==> config.mk <==
export PLATFORM = sky130hd
export DESIGN_NAME = paddle_input_ctrl
export DESIGN_NICKNAME = d
export VERILOG_FILES = /design/src/rtl/paddle_input_ctrl.sv
export SDC_FILE = /design/constraint.sdc
export NUM_CORES = 1
export LEC_CHECK = 0
export ABC_AREA = 1
export CAP_MARGIN = 20
export CORE_MARGIN = 2
export CORE_UTILIZATION = 40
export CTS_BUF_LIST = sky130_fd_sc_hd__clkbuf_8
export DETAILED_ROUTE_END_ITERATION = 8
export GPL_ROUTABILITY_DRIVEN = 0
export PLACE_DENSITY = 0.6
export SYNTH_ARGS = -nofsm -noshare
export SYNTH_HDL_FRONTEND = slang
export SYNTH_SLANG_ARGS = --single-unit
==> constraint.sdc <==
create_clock -name clk -period 1.35 [get_ports clk]
set_input_delay 0.27 -clock clk [delete_from_list [all_inputs] [get_ports clk]]
set_output_delay 0.27 -clock clk [all_outputs]
set_load 0.02 [all_outputs]
==> src/rtl/paddle_input_ctrl.sv <==
// Per-player paddle command conditioner: button synchronise + debounce, up/down
// conflict resolution, demo (attract) oscillator, and tick-aligned step strobes.
module paddle_input_ctrl #(
  parameter int NUM_PLAYERS     = 2,
  parameter int DEBOUNCE_CYCLES = 16,
  parameter int DEB_W           = 5,
  parameter int DEMO_HALF       = 64,
  parameter int DEMO_W          = 7
) (
  input  logic                   clk,
  input  logic                   clr,
  input  logic                   tick,
  input  logic [NUM_PLAYERS-1:0] btn_up,
  input  logic [NUM_PLAYERS-1:0] btn_down,
  input  logic [NUM_PLAYERS-1:0] demo_mode,
  output logic [NUM_PLAYERS-1:0] up_lvl,
  output logic [NUM_PLAYERS-1:0] down_lvl,
  output logic [NUM_PLAYERS-1:0] up_step,
  output logic [NUM_PLAYERS-1:0] down_step
);

  genvar gi, gb;
  generate
    for (gi = 0; gi < NUM_PLAYERS; gi++) begin : g_player
      logic [1:0]        w_raw;
      logic [1:0]        w_deb;
      logic              w_man_up;
      logic              w_man_dn;
      logic [DEMO_W-1:0] r_demo_cnt;
      logic              r_phase;
      logic              r_up_lvl;
      logic              r_dn_lvl;
      logic              r_up_step;
      logic              r_dn_step;

      // bit 0 = up button, bit 1 = down button
      assign w_raw = {btn_down[gi], btn_up[gi]};

      for (gb = 0; gb < 2; gb++) begin : g_btn
        logic [1:0]       r_sync;
        logic             r_deb;
        logic [DEB_W-1:0] r_cnt;

        always_ff @(posedge clk) begin
          if (clr) begin
            r_sync <= '0;
            r_deb  <= 1'b0;
            r_cnt  <= '0;
          end else begin
            r_sync <= {r_sync[0], w_raw[gb]};
            // Any agreement with the debounced value restarts the count.
            if (r_sync[1] == r_deb) begin
              r_cnt <= '0;
            end else if (r_cnt == DEB_W'(DEBOUNCE_CYCLES - 1)) begin
              r_deb <= r_sync[1];
              r_cnt <= '0;
            end else begin
              r_cnt <= r_cnt + 1'b1;
            end
          end
        end

        assign w_deb[gb] = r_deb;
      end

      // Both pressed is treated the same as neither: no priority.
      assign w_man_up = w_deb[0] & ~w_deb[1];
      assign w_man_dn = w_deb[1] & ~w_deb[0];

      always_ff @(posedge clk) begin
        if (clr || !demo_mode[gi]) begin
          r_demo_cnt <= '0;
          r_phase    <= 1'b0;
        end else if (tick) begin
          if (r_demo_cnt == DEMO_W'(DEMO_HALF - 1)) begin
            r_demo_cnt <= '0;
            r_phase    <= ~r_phase;
          end else begin
            r_demo_cnt <= r_demo_cnt + 1'b1;
          end
        end
      end

      always_ff @(posedge clk) begin
        if (clr) begin
          r_up_lvl  <= 1'b0;
          r_dn_lvl  <= 1'b0;
          r_up_step <= 1'b0;
          r_dn_step <= 1'b0;
        end else begin
          r_up_lvl  <= demo_mode[gi] ? ~r_phase : w_man_up;
          r_dn_lvl  <= demo_mode[gi] ?  r_phase : w_man_dn;
          r_up_step <= tick & r_up_lvl;
          r_dn_step <= tick & r_dn_lvl;
        end
      end

      assign up_lvl[gi]    = r_up_lvl;
      assign down_lvl[gi]  = r_dn_lvl;
      assign up_step[gi]   = r_up_step;
      assign down_step[gi] = r_dn_step;
    end
  endgenerate

endmodule

==> out/qor.yml <==
worstHoldEndpoint: "g_player[1].g_btn[1].r_sync[1]"
yosys.area.top_type_share: 0.503
yosysMostFrequentCell: "dfxtp_1"
irDropWorstVdd_mv: 0.596
antennaDiodeCount: 0
internal_power_mw: 2.11
path_class: "flip-flop to flip-flop"
final_antenna_net_count: 0
io_buffer_count: 16
drc: 0
cp_max_fo: 4
grt_pass1_wl_um: 6710
hold_start: "g_player[1].g_btn[1].r_sync[0]"
min_period_over_period: 0.976
avgRoutedWirePerCell_um: 9.36
cts_tree: "done"
syn_to_final_growth_pct: 25.1
synth_area_um2: 2230
io_pins: 17
power_frac_clock: 0.332
start_util: 0.410
p_per_area_nw_per_um2: 982
synthCells: 285
synth_top_area_cell: "dfxtp_1"
routed_wl_um: 3670
rows: 27
htree_levels: 2
cts_buffers: 5
globalRouteTotalUtil: 0.134
p_seq_frac: 0.615
yosys_warnings: 0
p_sw_uw: 627
maxSlewViolCount: 0
drv_cap: 0
status: "completed"
hold_viol: 0
grt_max_degree: 19
finalNetCount: 338
die_h_um: 78.7
fin_crit_ps: 1320
pwr-share-comb: 0.053
fin_tns_setup_ps: 0
hold_path_depth: 2
viasPerCell: 4.53
instances_no_fill: 392
worst_slew_pin_slew_ps: 461
antenna_found_initial: 0
power.leakage_nw: 1.14
avgSynthCellArea_um2: 7.83
crit_arrival_ps: 1530
fin_skew_ps: 7.92
p_sw_frac: 0.229
required_ps: 1560
ys_ff_latch: 56
drt-initial-drc-count: 54
core_um2: 5440
syn_nets: 304
start_kind: "flip-flop"
relSlewSlack: 0.691
max_freq_ghz: 0.759
grt-ovfl-total: 0
max-clock-path-buffers: 2
path_clk_slew_ps: 100
setup_viol: 0
drtPass1Iterations: 4
die_w_um: 78.7
grt_pass1_vias: 1675
synth_flop_cell: "dfxtp_1"
hpwlAfterDp_um: 2630
cts_sinks: 56
ys_async_sr_fraction: 0
critPathCaptureType: "flip-flop"
r2r-end: "g_player[0].g_btn[0].r_cnt[0]"
yosys.cell_types.count: 21
insertion_delay_ps: 300
die_area_um2: 6190
grt_setup_unrepaired: "yes"
synthTopCellsByCount: "56 x dfxtp_1, 53 x nor2_1, 45 x inv_1"
synth_edf_count: 0
r2r_start: "g_player[0].g_btn[0].r_cnt[1]"
r2r_slack_ps: 30
root_buffer: "clkbuf_8"
vias: 1774
yosysSeqAreaShare: 0.503
synth_area_leaders: "dfxtp_1 50%, nor2_1 8.9%, inv_1 7.6%"
r2r_cells: 8
drive_above_1_share: 0.206
cts_hold_buf: 0
dp.cells: 379
hold_class: "flip-flop to flip-flop"
fillers: 537
cp-startpoint: "g_player[0].g_btn[0].r_cnt[1]"
==> cell families after synthesis <==
kind of cell | share of synthesized area
buffers and inverters | 0.111
xor gates and xnor gates | 0.00393
DFF | 0.503
and+or+nand+nor | 0.252
AOI/OAI and AO/OA | 0.0740
adders and majority gates | 0.0561
==> registers in the layout, indices dropped and copies added, names as in the netlist <==
name,cells
g_player.g_btn.r_cnt,20
g_player.r_demo_cnt,14
g_player.g_btn.r_sync,8
g_player.g_btn.r_deb,4
g_player.r_dn_lvl,2
g_player.r_dn_step,2
g_player.r_phase,2
g_player.r_up_lvl,2
g_player.r_up_step,2
==> layer usage <==
layer  vias up  part of all wire  GRT usage
li1        955                 -          -
met1       789              0.48      0.158
met2        28              0.48      0.231
met3         2             0.038     0.0425
met4         0            0.0065     0.0404
met5         -                 0          0
==> cell usage in the layout, fill, tap and decap left out, types with 5 or more instances in the layout <==
cell type,n
dfxtp_2,6
buf_4,22
inv_1,41
o21ai_0,5
dfxtp_1,48
clkdlybuf4s50_1,8
clkbuf_8,5
dlygate4sd2_1,8
nand3_1,11
nand2_1,39
nor2_1,48
nor2_2,6
inv_2,5
ha_4,5
nor3_1,11
a21oi_1,17
==> area by class of cell <==
cell class	instances	area, um2	area share
sequential	56	1140	0.407
multi-input combinational	172	983	0.352
timing repair buffer	38	315	0.113
inverter	46	173	0.0619
tap	72	90.1	0.0323
clock buffer	5	68.8	0.0247
clock inverter	3	23.8	0.00852
==> stage by stage <==
| step | worst slack, ps | cell area [um2] | utilization | power [mW] | hold WS [ps] |
|---|---|---|---|---|---|
| global route | -72.0 | 2790 | 0.513 | 2.88 | 449 |
| CTS | -5.23 | 2680 | 0.492 | 2.78 | 414 |
| finish | 31.9 | 2790 | 0.513 | 2.74 | 411 |
| detailed placement | -159 | 2530 | 0.466 | 1.87 | 399 |
| floorplan | 135 | 2230 | - | 1.80 | 377 |
| global placement | -126 | 2530 | 0.466 | 1.87 | 394 |
==> worst max-delay path by stage <==
stage,slack [ps],to
after floorplan,140,g_player[0].g_btn[1].r_cnt[2]
after global placement,-130,g_player[0].r_phase
after detailed placement,-160,g_player[0].r_demo_cnt[3]
after CTS,-5,g_player[0].g_btn[0].r_cnt[3]
after global routing,-70,g_player[1].g_btn[0].r_cnt[2]
final,30,g_player[0].g_btn[0].r_cnt[0]
==> power groups by stage <==
stage | Combinational, mW | Sequential [mW] | Clock [mW]
final | 0.146 | 1.68 | 0.909
after global routing | 0.167 | 1.69 | 1.03
after CTS | 0.147 | 1.69 | 0.950
after detailed placement | 0.148 | 1.73 | 0
after global placement | 0.146 | 1.72 | 0
after floorplan | 0.0755 | 1.72 | 0
==> critical path, cell delays in order, from the launching register on <==
cell	delay [ps]
dfxtp_4	380
ha_4	140
nand2_4	50
nor2_4	100
ha_2	180
inv_2	40
o211ai_1	110
buf_4	180
nor2_1	40
==> what timing repair did <==
item,4_1_cts,5_1_grt
setup buffers,3,2
endpoints found under the setup margin,14,21
gates resized for setup,25,26
pin swaps,7,9
(Power assumes the default switching activity.)
